[src/rtl/button_conditioner_if.sv]
// Button bundle between the raw push-button pins, the conditioner and its consumer.
// The conditioner is the slave: it takes raw buttons in and drives clean outputs.
interface button_conditioner_if #(
  parameter int N_BTN = 4
);
  logic [N_BTN-1:0] btn_in;
  logic [N_BTN-1:0] btn_level;
  logic [N_BTN-1:0] btn_press;
  logic [N_BTN-1:0] btn_hold;
  logic             conflict;

  modport master (
    output btn_in,
    input  btn_level,
    input  btn_press,
    input  btn_hold,
    input  conflict
  );

  modport slave (
    input  btn_in,
    output btn_level,
    output btn_press,
    output btn_hold,
    output conflict
  );
endinterface

[src/rtl/button_conditioner.sv]
// Per-channel synchroniser, debounce filter, press/hold strobes and a
// multi-press conflict gate feeding digital_lock.
module button_conditioner #(
  parameter int N_BTN       = 4,
  parameter int DB_CYCLES   = 50000,
  parameter int DB_W        = 16,
  parameter int HOLD_CYCLES = 2000000,
  parameter int HOLD_W      = 21
) (
  input logic                 clk,
  input logic                 rst,
  button_conditioner_if.slave bus
);

  localparam logic [DB_W-1:0]   DB_LAST  = DB_W'(DB_CYCLES - 1);
  localparam logic [HOLD_W-1:0] HOLD_MAX = HOLD_W'(HOLD_CYCLES);
  localparam logic [HOLD_W-1:0] HOLD_PRE = HOLD_W'(HOLD_CYCLES - 1);

  logic [N_BTN-1:0]  r_s1;
  logic [N_BTN-1:0]  r_s2;
  logic [N_BTN-1:0]  r_lvl;
  logic [N_BTN-1:0]  r_press;
  logic [N_BTN-1:0]  r_hold;
  logic              r_conflict;
  logic [DB_W-1:0]   r_cnt [N_BTN];
  logic [HOLD_W-1:0] r_hc  [N_BTN];

  logic [N_BTN-1:0]  w_lvl_nxt;
  logic [N_BTN-1:0]  w_rise;
  logic [N_BTN-1:0]  w_hold_nxt;
  logic              w_multi;
  logic [DB_W-1:0]   w_cnt_nxt [N_BTN];
  logic [HOLD_W-1:0] w_hc_nxt  [N_BTN];

  function automatic logic more_than_one(input logic [N_BTN-1:0] v);
    int n;
    n = 0;
    for (int i = 0; i < N_BTN; i++) begin
      if (v[i]) n++;
    end
    return (n >= 2);
  endfunction

  always_comb begin
    w_lvl_nxt  = r_lvl;
    w_rise     = '0;
    w_hold_nxt = '0;
    w_cnt_nxt  = r_cnt;
    w_hc_nxt   = r_hc;
    for (int i = 0; i < N_BTN; i++) begin
      // Any sample agreeing with the accepted level restarts the stability count
      if (r_s2[i] == r_lvl[i]) begin
        w_cnt_nxt[i] = '0;
      end else if (r_cnt[i] == DB_LAST) begin
        w_cnt_nxt[i] = '0;
        w_lvl_nxt[i] = r_s2[i];
        w_rise[i]    = r_s2[i];
      end else begin
        w_cnt_nxt[i] = r_cnt[i] + 1'b1;
      end

      // Hold counter saturates, so the strobe fires once per accepted press
      if (!r_lvl[i]) begin
        w_hc_nxt[i] = '0;
      end else if (r_hc[i] < HOLD_MAX) begin
        w_hc_nxt[i]   = r_hc[i] + 1'b1;
        w_hold_nxt[i] = (r_hc[i] == HOLD_PRE);
      end
    end
    w_multi = more_than_one(w_rise);
  end

  always_ff @(posedge clk) begin
    if (rst) begin
      r_s1       <= '0;
      r_s2       <= '0;
      r_lvl      <= '0;
      r_press    <= '0;
      r_hold     <= '0;
      r_conflict <= 1'b0;
      for (int i = 0; i < N_BTN; i++) begin
        r_cnt[i] <= '0;
        r_hc[i]  <= '0;
      end
    end else begin
      r_s1       <= bus.btn_in;
      r_s2       <= r_s1;
      r_lvl      <= w_lvl_nxt;
      r_press    <= w_multi ? '0 : w_rise;
      r_conflict <= w_multi;
      r_hold     <= w_hold_nxt;
      r_cnt      <= w_cnt_nxt;
      r_hc       <= w_hc_nxt;
    end
  end

  assign bus.btn_level = r_lvl;
  assign bus.btn_press = r_press;
  assign bus.btn_hold  = r_hold;
  assign bus.conflict  = r_conflict;

endmodule

[src/flat_wrapper.sv]
// flat-port wrapper written by rule: the top's interface ports become plain ports
module button_conditioner_flat 
#(
  parameter int N_BTN       = 4,
  parameter int DB_CYCLES   = 50000,
  parameter int DB_W        = 16,
  parameter int HOLD_CYCLES = 2000000,
  parameter int HOLD_W      = 21
)
  (clk, rst, bus_btn_in, bus_btn_level, bus_btn_press, bus_btn_hold, bus_conflict);
  button_conditioner_if #(.N_BTN(N_BTN)) bus_i ();
  input logic clk;
  input logic rst;
  input wire logic [$bits(bus_i.btn_in)-1:0] bus_btn_in;
  output wire logic [$bits(bus_i.btn_level)-1:0] bus_btn_level;
  output wire logic [$bits(bus_i.btn_press)-1:0] bus_btn_press;
  output wire logic [$bits(bus_i.btn_hold)-1:0] bus_btn_hold;
  output wire logic [$bits(bus_i.conflict)-1:0] bus_conflict;
  assign bus_i.btn_in = bus_btn_in;
  assign bus_btn_level = bus_i.btn_level;
  assign bus_btn_press = bus_i.btn_press;
  assign bus_btn_hold = bus_i.btn_hold;
  assign bus_conflict = bus_i.conflict;
  button_conditioner #(.N_BTN(N_BTN), .DB_CYCLES(DB_CYCLES), .DB_W(DB_W), .HOLD_CYCLES(HOLD_CYCLES), .HOLD_W(HOLD_W)) u_core (.clk(clk), .rst(rst), .bus(bus_i));
endmodule
[config.mk]
export PLATFORM = sky130hd
export DESIGN_NAME = button_conditioner_flat
export DESIGN_NICKNAME = d
export VERILOG_FILES = /design/src/rtl/button_conditioner_if.sv /design/src/rtl/button_conditioner.sv /design/src/flat_wrapper.sv
export SDC_FILE = /design/constraint.sdc
export NUM_CORES = 1
export LEC_CHECK = 0
export ABC_AREA = 1
export CORE_ASPECT_RATIO = 1.25
export CORE_MARGIN = 3
export CORE_UTILIZATION = 55
export DETAILED_ROUTE_END_ITERATION = 16
export PLACE_DENSITY_LB_ADDON = 0.3
export SLEW_MARGIN = 5
export SYNTH_ARGS = -nofsm -noshare
export SYNTH_HDL_FRONTEND = slang
export SYNTH_SLANG_ARGS = --single-unit
export TNS_END_PERCENT = 50
[constraint.sdc]
create_clock -name clk -period 2.1 [get_ports clk]
set_input_delay 0.42 -clock clk [delete_from_list [all_inputs] [get_ports clk]]
set_output_delay 0.42 -clock clk [all_outputs]
set_load 0.01 [all_outputs]
# Word-level counts from Yosys, hierarchy flattened
# Index checks and enable logic that the tools add are counted.
[classes]
add_sub_neg = 11
n_lt_le_gt_ge = 5
n_eq_ne = 12
n_mux = 12
bitwise = 12
n_reduce_logical = 17
[op_table]
columns = ["op", "count"]
rows = [
  ["32-bit two-way mux", 3],
  ["21-bit by 1-bit adder with 21-bit output (second input constant)", 4],
  ["21-bit equality test (second input constant)", 4],
  ["21-bit < comparator (second input constant)", 4],
  ["16-bit by 1-bit adder with 16-bit output (second input constant)", 4],
  ["32-bit by 2-bit adder with 32-bit output (second input constant)", 2],
  ["16-bit equality test (second input constant)", 4],
  ["32-bit by 3-bit greater-or-equal comparator with 1-bit output (second input constant)", 1],
  ["3-bit OR reduction", 8],
  ["1-bit inverter", 12],
  ["2-bit OR reduction", 5],
  ["1-bit two-way mux", 9],
  ["2-bit AND reduction", 4],
  ["1-bit equality test", 4],
  ["1-bit by 1-bit adder with 2-bit output (second input constant)", 1],
]
[totals]
regBits = 169
inputBits = 6
out_inout_bits = 13
word_cells = 89

# Longest topological paths before layout
# Gate-level depths: netlist of the first run.
[depth]
ltp_word = 12
mapped_depth = 19
ltp_nobuf = 19

# Worst setup path before layout of the first run
# OpenSTA, ideal clock, no wires.
[synth_timing]
kind = "register to register"
start = "register u_core.r_cnt[32] in the netlist's numbering"
end = "register u_core.r_press[3], in the netlist u_core.bus.btn_press[3]"
setup_ns = 0.062
arrival_time_ns = 2.110
required_time_ns = 2.038
setup_slack_ns = -0.073
stages_incl_launch_ff = 14
n_path_buf = 0
synth_period_minus_slack_ns = 2.173
path_cell_list = "dfxtp_1 -> ha_1 -> nand3_1 -> nor2_1 -> nand3_1 -> inv_1 -> ha_1 -> xor2_1 -> inv_1 -> ha_1 -> or2_1 -> nand2_2 -> nand2_4 -> nor2_2"
[synth_between]
elab_chain_len = 10
[synth_lines]
columns = ["item", "line_no", "text"]
rows = [
  ["start, declared", "button_conditioner.sv:25", "logic [DB_W-1:0] r_cnt [N_BTN];"],
  ["start signal, assigned", "button_conditioner.sv:92", "r_cnt <= w_cnt_nxt;"],
  ["16-bit equality test *", "button_conditioner.sv:54", "end else if (r_cnt[i] == DB_LAST) begin"],
  ["1-bit two-way mux *", "button_conditioner.sv:54", ""],
  ["1-bit two-way mux *", "button_conditioner.sv:52", "if (r_s2[i] == r_lvl[i]) begin"],
  ["via u_core.w_rise[1]", "button_conditioner.sv:29", "logic [N_BTN-1:0] w_rise;"],
  ["32-bit two-way mux *", "button_conditioner.sv:39", "if (v[i]) n++;"],
  ["32-bit by 2-bit adder with 32-bit output", "button_conditioner.sv:39", ""],
  ["32-bit two-way mux *", "button_conditioner.sv:39", ""],
  ["32-bit by 2-bit adder with 32-bit output", "button_conditioner.sv:39", ""],
  ["32-bit two-way mux *", "button_conditioner.sv:39", ""],
  ["32-bit by 3-bit greater-or-equal comparator with 1-bit output *", "button_conditioner.sv:41", "return (n >= 2);"],
  ["2-bit OR reduction (no source line) *", "-", ""],
  ["end signal, assigned", "button_conditioner.sv:89", "r_press <= w_multi ? '0 : w_rise;"],
  ["end, declared", "button_conditioner.sv:22", "logic [N_BTN-1:0] r_press;"],
]
# Mark *: on every way through the listed nets, which the timed path passes. The rest lies on a longest branch.
# A chain may end at the register's enable or synchronous reset.

# Worst setup path after layout of the first run
[layout_timing]
start = "register u_core.r_cnt[33] in the netlist's numbering"
end = "register u_core.r_press[3], in the netlist u_core.bus.btn_press[3]"
# Same word-level chain as after synthesis.

==> run metrics, run 1 <==
outcome finished, final reports clean; Boundary Pins 19; Final Hold Fails 0; Pwr Total between 6000 and 7000 µW; critical path type register to register; Hold Path Depth 2; global-route wire length before repair 31.3 mm; Multi-input gate area between 4000 and 5000 µm²; Critical path origin u_core.r_cnt[33]; clock sink total roughly 170; met1 WL between 8 and 9 mm; CTS root buf clkbuf_16; Ys Warns 0; Syn Inst Count between 1k and 1.5k; Worst IR Drop VDD 0.470 mV; Via Count 7855; I/O Buffers 18; hold crit path type register to register; unrepaired setup endpoints after global routing true; placed cell area 9350 µm²; hold_buf cts 0; DR WL met2 between 9 and 10 mm; die width ~120 µm; drt drc 0; area grow syn2layout 16.2%; H-tree depth 4; Max Freq 488 MHz; CTS tree yes; Pleak around 0.0037 µW; min Tclk post-route ~2100 ps; std cell rows 50; Core ar. 15200 µm²; final instance area 10100 µm²; r2r setup slk 50 ps; RR Startpoint u_core.r_cnt[33]; maxcap violations 0; Setup crit end u_core.bus.btn_press[3]; wire per inst approximately 12 µm; Worst EP required about 2400 ps; clk slew on worst S/H paths approximately 70 ps; flops & latches, synth 169; storage element area between 3000 and 4000 µm²; share of synthesized registers carrying an async set or reset 0%; vias in the first global route roughly 7.5k; critical register-to-register path endpoint u_core.bus.btn_press[3]; Mapped Nets 1257; drt first pass iters 5; total grt overflow 0; DRT Wirelength 17.9 mm; final hold slack between 400 and 500 ps; count of final max-slew check failures 0; initial antenna violation count 0; Top Metal Used met4; largest net degree at the start of global routing 28; die area 17300 µm²; DRT antenna net count 0; Critical Path Start Type register; GP Congestion 0.916; PD cells 633 nW/µm²; Total GRT Usage 21.0%; layout cells sized above 1 15.4%; fin nets 1322; Die Height 146 µm; starting DRC count in detailed routing 495; met3 wire len between 500 and 600 µm; worst rel slew slack 54.8%; clk buf depth 2; Via density around 5.1; FILL cells 1301; clock skew approximately 6.3 ps; crit-path max FO 4; Post-Syn Area 8660 µm²; Initial Util ~57%; synth unique cells 45; Post-synth EDFFs 0; Setup Viol. Count Final 0; clock buffer count from CTS 17; slew at the pin closest to its max-slew limit ~680 ps; Tcrit/Tclk final 97.7%; Reg2Reg Depth 15; final core utilization between 60% and 70%; register area share after synthesis 39.1%; post-DP HPWL around 13 mm; Most used DFF post-synth dfxtp_1; Synth Area per Inst 6.98 µm²; CP arrival 2360 ps; ant diodes 0; Worst setup EP type register; clk_lat worst skew approximately 420 ps
[synthesized netlist by cell type, types with 3 or more instances]
cell type / count / area [µm²]
nand2_1: 267 / 1000
dfxtp_1: 169 / 3380
nor2_1: 162 / 608
inv_1: 146 / 548
a21oi_1: 93 / 465
nand3_1: 59 / 295
nor3_1: 48 / 240
xor2_1: 39 / 342
nand4_1: 36 / 225
o21ai_0: 35 / 175
nor2_2: 27 / 169
inv_2: 24 / 90.1
nor3_2: 12 / 120
nand2_2: 11 / 68.8
ha_1: 10 / 125
o21ai_1: 10 / 50.1
xnor2_1: 9 / 78.8
buf_2: 8 / 40.0
nor3b_1: 8 / 60.1
a31oi_1: 7 / 43.8
buf_4: 5 / 37.5
nor4_1: 5 / 31.3
or2_2: 5 / 31.3
buf_6: 4 / 45.0
clkbuf_1: 4 / 15.0
nand3_2: 4 / 40.0
nor2_4: 4 / 45.0
nand2_4: 3 / 33.8
o21bai_1: 3 / 22.5
or2_0: 3 / 18.8
[cells by family after synthesis]
kind of cell,after synthesis,share of synthesized area [%]
fa+ha+maj,10,1.44
buf+inv,192,9.00
simple gates,670,36.5
flops,169,39.1
compound gates,152,9.16
xor+xnor,48,4.85
[report_power, final]
| part | switching [µW] | internal, µW |
|---|---|---|
| registers | 5.94 | 3210 |
| logic | 30.0 | 25.7 |
| clock network | 1300 | 1790 |
[critical path: stages, from the launching register on]
cell and delay (ps):
dfxtp_2 350, ha_4 150, nand3_4 90, nor2_4 100, nand3_2 100, inv_2 90
ha_4 210, xor2_1 160, inv_1 90, ha_4 160, nand4_1 110, nand3_1 90
nand2_2 90, inv_2 40, nand2_4 80, nor2_2 30
[layer usage]
metal	vias up	track usage (%)
met5	-	0
met4	0	7.21
met3	20	4.53
met2	134	37.3
met1	3575	25.0
li1	4126	-
[layout by cell type, fill, tap and decap left out, drive strengths merged, types with 10 or more instances in the layout]
| cell | count |
|---|---|
| nand2 | 281 |
| nor2 | 193 |
| inv | 172 |
| dfxtp | 169 |
| a21oi | 93 |
| nand3 | 63 |
| nor3 | 62 |
| buf | 49 |
| o21ai | 46 |
| xor2 | 39 |
| nand4 | 38 |
| clkdlybuf4s50 | 18 |
| clkbuf | 18 |
| nor3b | 10 |
| ha | 10 |
| or2 | 10 |
[layout make-up]
| type | instances | share of cell area [%] |
|---|---|---|
| multi-input combinational | 880 | 45.8 |
| sequential | 169 | 33.7 |
| tap | 208 | 2.59 |
| clock inverter | 14 | 1.48 |
| clock buffer | 18 | 4.36 |
| inverter | 171 | 6.38 |
| timing repair buffer | 67 | 5.70 |
[worst min-delay path by stage]
stage                         startpoint        endpoint
after global routing      u_core.r_s1[2]  u_core.r_s2[2]
after floorplan           u_core.r_s1[0]  u_core.r_s2[0]
after detailed placement  u_core.r_s1[2]  u_core.r_s2[2]
final                     u_core.r_s1[2]  u_core.r_s2[2]
after CTS                 u_core.r_s1[2]  u_core.r_s2[2]
after global placement    u_core.r_s1[2]  u_core.r_s2[2]
[what timing repair did]
item                                   in CTS  in global routing
endpoints found under the hold margin       0                  0
setup endpoints to repair                   5                  5
setup buffers                               2                  2
pin swaps                                   4                  8
gates resized for setup                    11                  9
cloned                                      0                  0
[stage by stage]
stage	std cells	setup WS (ps)	setup TNS (ps)
final	1527	49.3	0
after global routing	1527	-97.4	-453
after CTS	1525	5.14	0
after detailed placement	1491	-118	-529
after global placement	1491	-50.8	-209
after floorplan	1241	1.40	0
[flip-flops by register name, indices dropped and copies added (netlist names)]
name                  cells
u_core.r_hc              84
u_core.bus.conflict       1
u_core.bus.btn_press      4
u_core.r_cnt             64
u_core.bus.btn_hold       4
u_core.bus.btn_level      4
u_core.r_s2               4
u_core.r_s1               4
No activity file was read; power rests on OpenSTA's default activity.
==> run 2: changes to the inputs <==
--- a/config.mk
+++ b/config.mk
@@ -7,7 +7,6 @@
 export LEC_CHECK = 0
 export ABC_AREA = 1
 export CORE_ASPECT_RATIO = 1.25
-export CORE_MARGIN = 3
 export CORE_UTILIZATION = 55
 export DETAILED_ROUTE_END_ITERATION = 16
 export PLACE_DENSITY_LB_ADDON = 0.3
==> run 2 against run 1 <==
The flow now finishes with violations (setup timing). Maximum frequency decreased by 3.2%. Clock skew up 4.7 ps. Cell count increased by 0.52%. Die area shrank 6.0%. Sequential share of layout area shrank 0.21 points. Utilization is 0.47 points higher. Register-to-register slack worse by 70 ps. First-iteration DRC count is 6.5% lower. Clock power hardly changed. Clock-buffer cell count increased by 3. Power up 0.43%. Sequential power hardly changed. Critical endpoint unchanged. Largest cell class unchanged. Highest routed layer unchanged.
==> run metrics, run 2 (synthesis gave the netlist of run 1 again) <==
outcome complete, but fails checks; failing checks setup timing; clock sink total 169 (unchanged); I/O Buffers 18 (unchanged); CP max stage delay 370 ps (+20 ps); clk buf depth 2 (unchanged); Via density 5.14 (about the same); final worst slack -18.5 ps (-67.8 ps); most frequent cells in the layout nand2_1 (265), dfxtp_1 (163), nor2_1 (158), inv_1 (144), a21oi_1 (93); layout cells sized above 1 16.1% (+0.74 points); fin nets 1330 (+0.61%); slew at the pin closest to its max-slew limit 716 ps (+40.0 ps); H-tree depth 4 (unchanged); drt drc 0 (unchanged); Initial Util 57.0% (unchanged); Max Freq 472 MHz (-3.2%); CTS root buf clkbuf_16; Via Count 7891 (+0.46%); final hold slack 398 ps (-9.36 ps); clk slew on worst S/H paths 60 ps (about the same); DRT antenna net count 0 (unchanged); Setup Viol. Count Final 3 (+3); top flop regs u_core.r_hc (84), u_core.r_cnt (64); initial antenna violation count 0 (unchanged); die width 114 µm (-3.4%); Tcrit/Tclk final 101% (+3.2 points); clk_lat worst skew 430 ps (about the same); Biggest register u_core.r_hc; Final Hold Fails 0 (unchanged); largest net degree at the start of global routing 28 (unchanged); hold_buf cts 0 (unchanged); hold crit path type register to register; global-route wire length before repair 31.5 mm (+0.46%); max reg flops 84 (unchanged); switching power 1310 µW (-1.6%); crit-path leading delay family simple AND/OR/NAND/NOR gates; Critical path origin u_core.r_cnt[16]; final core utilization 66.7% (+0.47 points); Worst IR Drop VDD 0.487 mV (+3.7%); portion of total power attributed to the clock network 48.8% (+0.3 points); commonest non-fill, non-tap cell in the layout nand2_1; CP arrival 2480 ps (+120 ps); Die Height 142 µm (-2.7%); Comb power frac 0.9% (about the same); GP Congestion 0.909 (-0.69%); starting DRC count in detailed routing 463 (-6.5%); vias in the first global route 7424 (-0.54%); wire per inst 12.0 µm (+2.1%); clock buffer count from CTS 17 (unchanged); worst rel slew slack 52.1% (-2.7 points); r2r setup slk -20 ps (-70 ps); post-DP HPWL 12.8 mm (+1.2%); CTS tree yes; unrepaired setup endpoints after global routing true; Reg2Reg Depth 11 (-4); area grow syn2layout 17.0%; min Tclk post-route 2120 ps (+67.8 ps); Core ar. 15200 µm² (unchanged); PD cells 631 nW/µm² (-0.28%); die area 16300 µm² (-6.0%); maxcap violations 0 (unchanged); RR Startpoint u_core.r_cnt[16]; drt first pass iters 5 (unchanged); critical path type register to register; Sw Share 20.6% (-0.43 points); ant diodes 0 (unchanged); crit path cell chain ha_2 > nand3_2 > nor2_4 > nand4_4 > o21ai_2 > inv_1 > ha_4 > or2_1 > nand2_2 > nand2_4 > nor2_2; total grt overflow 0 (unchanged); Boundary Pins 19 (unchanged); count of final max-slew check failures 0 (unchanged); HP Start u_core.r_s1[3]; Pleak 0.00378 µW (+1.3%); CP max-delay cell dfxtp_1; std cell rows 50 (unchanged); Critical Path Start Type register; Worst setup EP type register; Worst EP required 2460 ps (+50 ps); Critical Path Stages 11 (-4); clock skew 10.9 ps (+4.66 ps); Hold Path Depth 2 (unchanged); DRT Wirelength 18.4 mm (+2.6%); Total GRT Usage 23.7% (+2.7 points); internal cell power 5080 µW (+0.97%); sequential share of power 50.4% (-0.2 points); Buf+Inv Stages, Crit Path 1 (-2); crit-path max FO 5 (+1)
[run 2: cell count changes in the layout (fill, tap and decap cells not counted), sizes merged]
cell	previous run	this run
buf	49	57
clkbuf	18	21
clkinv	7	5
clkinvlp	4	5
inv	172	170
[run 2: metal layers]
layer / track usage [%] / share of wire [%]
met5: 0 / 0
met4: 9.02 / 1.9
met3: 5.37 / 3.7
met2: 42.6 / 50
met1: 27.1 / 44
[run 2: layout make-up]
| class | count | area [µm²] |
|---|---|---|
| timing repair buffer | 75 | 621 |
| inverter | 171 | 642 |
| clock inverter | 11 | 121 |
| clock buffer | 21 | 470 |
| multi-input combinational | 880 | 4630 |
| tap | 208 | 260 |
| sequential | 169 | 3390 |
| fill | 1277 | 5070 |
[run 2: path summary, 6_finish.rpt]
check	endpoint
setup reg to reg	u_core.bus.btn_press[3]
setup / recovery	u_core.bus.btn_press[3]
hold / removal	u_core.r_s2[3]
hold reg to reg	u_core.r_s2[3]
[run 2: repair_timing]
item / in CTS / in global routing
resized for setup: 10 / 16
setup endpoints to repair: 5 / 6
pin swaps: 6 / 5
setup buffers: 9 / 6
[run 2: power groups by stage]
stage / Combinational, µW / Sequential [µW] / Clock, µW
floorplan: 28.8 / 3290 / 0
global placement: 52.4 / 3290 / 0
detailed placement: 52.8 / 3290 / 0
CTS: 53.5 / 3220 / 3170
global route: 61.0 / 3220 / 3310
finish: 54.4 / 3220 / 3120
[run 2: per-stage QoR]
| stage | TNS, ps | std cells | area (µm²) | power, µW | setup slack, ps |
|---|---|---|---|---|---|
| CTS | 0 | 1529 | 10000 | 6440 | 5.37 |
| detailed placement | -428 | 1488 | 9310 | 3340 | -107 |
| global placement | -155 | 1488 | 9310 | 3340 | -39.9 |
| global route | -760 | 1535 | 10100 | 6590 | -153 |
| floorplan | 0 | 1241 | 8680 | 3320 | 1.40 |
| finish | -37.7 | 1535 | 10100 | 6390 | -18.5 |
[run 2: tightest hold or removal path, stage by stage, from the launching register on]
cell	delay [ps]
dfxtp_1	300
inv_1	40
nor2_1	30
